==> config.mk <==
export PLATFORM = sky130hd
export DESIGN_NAME = param_fifo
export DESIGN_NICKNAME = d
export VERILOG_FILES = /design/src/rtl/param_fifo.sv
export SDC_FILE = /design/constraint.sdc
export NUM_CORES = 1
export LEC_CHECK = 0
export CORE_UTILIZATION = 55
export CTS_CLUSTER_DIAMETER = 100
export DETAILED_ROUTE_END_ITERATION = 7
export DONT_BUFFER_PORTS = 1
export MAX_ROUTING_LAYER = met4
export PLACE_DENSITY = 0.7
export SYNTH_ARGS = -nofsm -noshare
export SYNTH_HDL_FRONTEND = slang
export SYNTH_SLANG_ARGS = --single-unit
export TNS_END_PERCENT = 30
==> constraint.sdc <==
create_clock -name clk -period 4.4 [get_ports clk]
set_clock_uncertainty 0.2 [all_clocks]
set_input_delay 0.44 -clock clk [delete_from_list [all_inputs] [get_ports clk]]
set_output_delay 0.44 -clock clk [all_outputs]
set_load 0.01 [all_outputs]
==> src/rtl/param_fifo.sv <==
// param_fifo: single-clock first-word-fall-through FIFO with count, level flags and sticky overflow.
// All DEPTH entries are usable; pointers wrap naturally because DEPTH is a power of two.
module param_fifo #(
    parameter int DATA_W   = 16,
    parameter int DEPTH    = 8,
    parameter int AF_LEVEL = DEPTH - 2,
    parameter int AE_LEVEL = 2
) (
    input  logic                       clk,
    input  logic                       rst,
    input  logic                       flush,
    input  logic                       in_valid,
    input  logic [DATA_W-1:0]          in_data,
    output logic                       in_ready,
    output logic                       out_valid,
    output logic [DATA_W-1:0]          out_data,
    input  logic                       out_ready,
    output logic [$clog2(DEPTH):0]     count,
    output logic                       almost_full,
    output logic                       almost_empty,
    output logic                       buffer_full,
    output logic                       buffer_empty,
    output logic                       overflow
);
    localparam int AW = $clog2(DEPTH);
    localparam int CW = AW + 1;

    logic [DATA_W-1:0] mem [DEPTH];
    logic [AW-1:0]     wr_ptr_q, wr_ptr_d, rd_ptr_q, rd_ptr_d;
    logic [CW-1:0]     count_q, count_d;
    logic              overflow_q, overflow_d;
    logic              push, pop;

    assign buffer_empty = count_q == '0;
    assign buffer_full  = count_q == CW'(DEPTH);
    assign almost_full  = count_q >= CW'(AF_LEVEL);
    assign almost_empty = count_q <= CW'(AE_LEVEL);
    assign in_ready     = !buffer_full;
    assign out_valid    = !buffer_empty;
    assign out_data     = mem[rd_ptr_q];
    assign count        = count_q;
    assign overflow     = overflow_q;
    assign push         = in_valid && in_ready;
    assign pop          = out_valid && out_ready;

    always_comb begin
        wr_ptr_d   = flush ? '0 : wr_ptr_q + AW'(push);
        rd_ptr_d   = flush ? '0 : rd_ptr_q + AW'(pop);
        count_d    = flush ? '0 : count_q + CW'(push) - CW'(pop);
        overflow_d = flush ? 1'b0 : overflow_q | (in_valid && !in_ready);
    end

    always_ff @(posedge clk) begin
        if (rst) begin
            wr_ptr_q   <= '0;
            rd_ptr_q   <= '0;
            count_q    <= '0;
            overflow_q <= 1'b0;
        end else begin
            wr_ptr_q   <= wr_ptr_d;
            rd_ptr_q   <= rd_ptr_d;
            count_q    <= count_d;
            overflow_q <= overflow_d;
        end
    end

    // Storage is deliberately left unreset; only writes that survive rst/flush land.
    always_ff @(posedge clk) begin
        if (push && !rst && !flush) mem[wr_ptr_q] <= in_data;
    end
endmodule
==> flow_summary_export.csv, run 1 <==
group,metric,value,unit
setup_path,crit_required,3.76,ns
logic_synthesis,synth.avg_cell_area,21.3,um^2
setup_path,start_kind,"register",
die,initial_core_util,56.8,%
setup_path,endpoint_kind,"primary output",
min_path,min-delay-start,"flush",
finish,final_nets,329,
logic_synthesis,yosysSeqAreaShare,72.9,%
logic_synthesis,ys_types,28,
timing,slew_violations,0,
timing,rsz0062_at_grt,"false",
logic_synthesis,synthCells,262,
placed_design,dp_slack,1.71,ns
power_and_ir_drop,ir_drop,0.275,mV
logic_synthesis,yosys.area.top_type,"edfxtp_1",
timing,relSlewSlack,31.8,%
timing,hold_viol,0,
logic_synthesis,synth_nets,294,
setup_path,reg2regPathDepth,9,
grt,antenna_found_initial,1,
setup_path,r2r-start,"count[2]",
clocking,cts-htree-levels,4,
grt,grt_max_degree,34,
grt,use_met2,31.1,%
grt,grt_pass1_vias,2556,
die,die_area,10500,um^2
clocking,clkTransAtPathRegs,0.06,ns
logic_synthesis,syn_area,5580,um^2
clocking,cts_buffers,17,
grt,met3_usage,5.02,%
clocking,cts_root_buf,"clkbuf_8",
clocking,clk_latency,0.51,ns
die,die_y,103,um
drt,dr.pass1.iters,4,
clocking,tritoncts,"done",
power_and_ir_drop,p_leak,2.18,nW
clocking,clkSinkCount,139,
setup_path,rrSetupSlack,1.71,ns
die,core_area,9820,um^2
min_path,hold_end,"wr_ptr_q[0]",
finish,instances_no_fill,443,
grt,gr-total-overflow,0,
drt,detail_route.wl_per_cell,20.9,um
clocking,postCtsSetupBuffers,0,
run,cap_viol_max_count,0,
logic_synthesis,ys_top_cells_by_area,"edfxtp_1, mux4_1, dfxtp_1, mux2_2, ha_1",
setup_path,slowest_stage,"dfxtp_2",
drt,ant_nets,0,
finish,fill_cells,669,
grt,use_met1,25.3,%
clocking,cts_hold_buf,19,
placed_design,hpwlAfterDp,5100,um
drt,viasPerCell,5.72,
die,rows,36,
clocking,cts_buffer_depth,2,
setup_path,crit_chain,"mux4_1, mux2_2",
grt,grt_use_total,20.2,%
placed_design,port_buffers,0,
drt,drc,0,
setup_path,critPathMaxStageDelay,1.00,ns
grt,busiest_layer,"met2",
finish,syn_to_final_growth,17.5,%
setup_path,r2r_end,"count[2]",
logic_synthesis,synth.top_cell.area_share,68.9,%
power_and_ir_drop,power.total,3.09,mW
drt,route.final.wire_length,9270,um
setup_path,arrival,2.52,ns
timing,fmax,316,MHz
timing,setup-tns-final,0,ns
finish,layout-drive-gt1-share,20.4,%
status,status,"complete, no violations",
min_path,hold_path_class,"in -> reg",
setup_path,cp_max_fo,33,
timing,worst_slew_pin_slew,1.02,ns
min_path,hold_depth,2,
die,dieWidth,103,um
placed_design,place.gp.congestion,0.734,
setup_path,critical_path_class,"reg -> out",
grt,grt_pass1_wl,14100,um
power_and_ir_drop,power.density,472,nW/um^2
timing,holdWs,0.0268,ns
timing,post-route-period-util,71.8,%
timing,setup_slack,1.24,ns
die,ios,48,
logic_synthesis,yosysWarnings,0,
drt,drt_iter0_drc,94,
drt,vias,2534,
logic_synthesis,postSynthRegisterBits,139,
timing,setup_violations,0,
placed_design,dp_cells,392,
clocking,cts_resized,0,
timing,min_period,3.16,ns
-- per-layer routing --
| layer | routed length (um) | share of wire, % | vias up |
|---|---|---|---|
| li1 | - | - | 1151 |
| met1 | 4120 | 44 | 1308 |
| met2 | 4600 | 50 | 59 |
| met3 | 400 | 4.3 | 16 |
| met4 | 148 | 1.6 | 0 |
| met5 | 0 | 0 | - |
-- layout make-up --
class	count	area [um^2]	share of cell area, %
Antenna cell	1	2.50	0.0382
Clock buffer	17	414	6.32
Tap cell	133	166	2.54
Multi-Input combinational cell	105	1420	21.7
Sequential cell	139	4070	62.1
Timing Repair Buffer	27	250	3.82
Inverter	7	26.3	0.401
Clock inverter	14	203	3.09
-- cell families after synthesis --
group	Yosys count	share of synthesized area (%)
DFF	139	72.9
buffers and inverters	18	1.82
adders and majority gates	11	2.60
muxes	49	18.2
xor gates and xnor gates	4	0.628
AOI/OAI and AO/OA	6	0.651
and+or+nand+nor	35	3.21
-- stage by stage --
| step | area (um^2) | utilization, % |
|---|---|---|
| floorplan | 5580 | - |
| global placement | 5740 | 58.5 |
| detailed placement | 5740 | 58.5 |
| CTS | 6550 | 66.7 |
| global route | 6550 | 66.7 |
| finish | 6550 | 66.7 |
-- sequential cells by signal, indices dropped and copies added, names as in the netlist --
register / cells
wr_ptr_q: 3
mem: 128
rd_ptr_q: 3
count: 4
overflow: 1
-- critical path: cells and delay by family (launching register included) --
kind	cells	cell delay, ns
DFF	1	1.00
muxes	2	1.01
-- worst max-delay path by stage --
stage,startpoint,end,slack [ns],depth (start not counted)
6_report,rd_ptr_q[1],out_data[2],1.24,2
5_1_grt,rd_ptr_q[1],out_data[2],1.11,2
3_5_place_dp,count[2],count[2],1.71,9
3_3_place_gp,rd_ptr_q[1],out_data[1],1.73,2
2_1_floorplan,count[2],mem[0][0],0.79,6
4_1_cts,rd_ptr_q[1],out_data[2],1.18,2
-- Yosys cell counts, drive strengths merged --
cell	instances
clkbuf	4
a21o	1
o21ai	1
xnor2	4
or3	2
buf	7
mux2i	1
nor4	2
ha	10
dfxtp	11
nand3	2
mux2	16
nand3b	2
inv	7
fa	1
or3b	2
or2	1
a21oi	3
nand2	6
nor2	12
a22o	1
mux4	32
and2	6
edfxtp	128
-- where the power goes --
part           internal, mW  switching, mW
clock                 0.966          0.501
combinational        0.0665         0.0822
sequential             1.46         0.0189
total                  2.49          0.602
-- layout by cell type, fill, tap and decap left out, types with 5 or more instances in the layout --
cell and n:
inv_1 7, ha_1 10, buf_4 8, and2_1 6, dlygate4sd3_1 19, mux4_1 28, clkbuf_16 16, bufinv_16 5
dfxtp_1 9, nand2_1 6, mux2_2 16, edfxtp_1 128, nor2_1 12
No activity file was read; power rests on OpenSTA's default activity.
==> run 2, diff against run 1 <==
--- a/config.mk
+++ b/config.mk
@@ -10,7 +10,7 @@
 export DETAILED_ROUTE_END_ITERATION = 7
 export DONT_BUFFER_PORTS = 1
 export MAX_ROUTING_LAYER = met4
-export PLACE_DENSITY = 0.7
+export PLACE_DENSITY = 0.73
 export SYNTH_ARGS = -nofsm -noshare
 export SYNTH_HDL_FRONTEND = slang
 export SYNTH_SLANG_ARGS = --single-unit
==> constraint.sdc (replaced) <==
create_clock -name clk -period 2.9 [get_ports clk]
set_clock_uncertainty 0.2 [all_clocks]
set_input_delay 0.29 -clock clk [delete_from_list [all_inputs] [get_ports clk]]
set_output_delay 0.29 -clock clk [all_outputs]
set_load 0.01 [all_outputs]
==> flow_summary_export.csv, run 2 (synthesized netlist as in run 1, its figures left out) <==
group,metric,value,unit
die,initial_core_util,56.8,%
clocking,clkTransAtPathRegs,0.06,ns
clocking,cts_resized,0,
finish,syn_to_final_growth,18.4,%
clocking,cts_buffers,17,
clocking,clkSinkCount,139,
drt,dr.pass1.iters,4,
grt,gr-total-overflow,0,
finish,largest-register,"mem",
min_path,hold_path_class,"in -> reg",
min_path,hold_depth,3,
timing,relSlewSlack,60.6,%
setup_path,arrival,2.88,ns
drt,ant_nets,0,
finish,layout_common_cells,"edfxtp_1, mux4_1, dlygate4sd3_1, mux2_2, clkbuf_16",
clocking,tritoncts,"done",
setup_path,r2r-start,"count[2]",
drt,drt_iter0_drc,97,
status,status,"complete, no violations",
power_and_ir_drop,power.density,687,nW/um^2
finish,layout-drive-gt1-share,20.8,%
drt,route.final.wire_length,9790,um
timing,holdWs,0.0355,ns
power_and_ir_drop,power.total,4.54,mW
timing,min_period,2.67,ns
drt,viasPerCell,5.75,
timing,rsz0062_at_grt,"false",
run,cap_viol_max_count,0,
power_and_ir_drop,ir_drop,0.556,mV
finish,stdcell_area,6600,um^2
placed_design,hpwlAfterDp,5440,um
clocking,clk_latency,0.52,ns
die,die_y,103,um
finish,largest_reg_flops,128,
timing,setup_violations,0,
grt,antenna_found_initial,0,
grt,grt_pass1_wl,14600,um
timing,setup-tns-final,0,ns
min_path,hold_end,"rd_ptr_q[0]",
grt,grt_pass1_vias,2608,
drt,drc,0,
setup_path,r2r_end,"count[2]",
setup_path,reg2regPathDepth,9,
die,rows,36,
clocking,cts_root_buf,"clkbuf_8",
clocking,cts-htree-levels,4,
setup_path,crit_required,3.11,ns
setup_path,rrSetupSlack,0.23,ns
placed_design,place.gp.congestion,0.779,
placed_design,placedInstanceArea,5820,um^2
grt,grt_use_total,21.0,%
timing,fmax,374,MHz
drt,vias,2588,
finish,final_nets,336,
power_and_ir_drop,p_leak,2.20,nW
setup_path,critical_path_class,"reg -> reg",
timing,worst_slew_pin_slew,0.589,ns
setup_path,crit_start,"count[2]",
timing,post-route-period-util,92.1,%
die,dieWidth,103,um
finish,mostFrequentLayoutCell,"edfxtp_1",
setup_path,cp_max_fo,4,
die,core_area,9820,um^2
finish,diodes,0,
drt,detail_route.wl_per_cell,21.8,um
placed_design,port_buffers,0,
setup_path,endpoint_kind,"register",
setup_path,start_kind,"register",
timing,slew_violations,0,
clocking,postCtsSetupBuffers,0,
die,ios,48,
die,die_area,10500,um^2
timing,hold_viol,0,
grt,grt_max_degree,34,
clocking,cts_buffer_depth,2,
min_path,min-delay-start,"out_ready",
finish,fill_cells,675,
[run 2: changes by cell type in the layout (fill, tap and decap cells not counted)]
| cell | delta |
|---|---|
| buf_4 | +3 |
| clkinvlp_4 | +1 |
| clkbuf_1 | +1 |
| dlygate4sd3_1 | +2 |
| bufinv_16 | -2 |
| buf_12 | +2 |
| diode_2 | -1 |
| nor4_4 | +2 |
| nor4_2 | -2 |
| clkinv_1 | +1 |
| dfxtp_2 | -1 |
| dfxtp_1 | +1 |
[run 2: final cells by class]
cell class / instances / area (um^2) / share of cell area [%]
sequential: 139 / 4070 / 61.6
multi-input combinational: 105 / 1440 / 21.8
clock buffer: 18 / 418 / 6.33
timing repair buffer: 34 / 333 / 5.04
tap: 133 / 166 / 2.52
clock inverter: 14 / 154 / 2.33
inverter: 7 / 26.3 / 0.398
[run 2: layer usage]
layer / track usage (%) / up-vias / routed length (um)
met5: - / - / 0
met4: 8.35 / 0 / 129
met3: 5.42 / 13 / 432
met2: 32.7 / 63 / 4840
met1: 26.6 / 1345 / 4390
li1: - / 1167 / -
[run 2: worst max-delay path by stage]
stage	endpoint	cells after the start
6_report	count[2]	9
3_5_place_dp	count[2]	9
5_1_grt	count[2]	9
4_1_cts	count[2]	9
2_1_floorplan	mem[2][0]	6
3_3_place_gp	count[2]	9
[run 2: worst max-delay path, stage by stage (launching register included)]
cell,delay (ns)
dfxtp_1,0.35
inv_1,0.15
ha_1,0.18
or3b_2,0.50
and2_1,0.22
xnor2_1,0.14
ha_1,0.21
fa_1,0.39
xnor2_1,0.17
nor2_1,0.05
[run 2: where the power goes]
group          internal (mW)  total [mW]  leakage, nW  switching [mW]
clock network           1.29        2.07        0.278           0.771
logic                  0.104       0.239        0.676           0.135
registers               2.21        2.23         1.24          0.0215
total                   3.61        4.54         2.20           0.928
[run 2: what timing repair did]
action                                  4_1_cts  5_1_grt
endpoints found under the hold margin       139        0
hold buffers                                 21        0
endpoints found under the setup margin        0        0
[run 2: through the flow]
stage / instances / util [%] / setup slack, ns
CTS: 450 / 67.3 / 0.217
finish: 450 / 67.3 / 0.228
floorplan: 262 / - / 0.163
detailed placement: 397 / 59.3 / 0.240
global placement: 397 / 59.3 / 0.284
global route: 450 / 67.3 / 0.0879
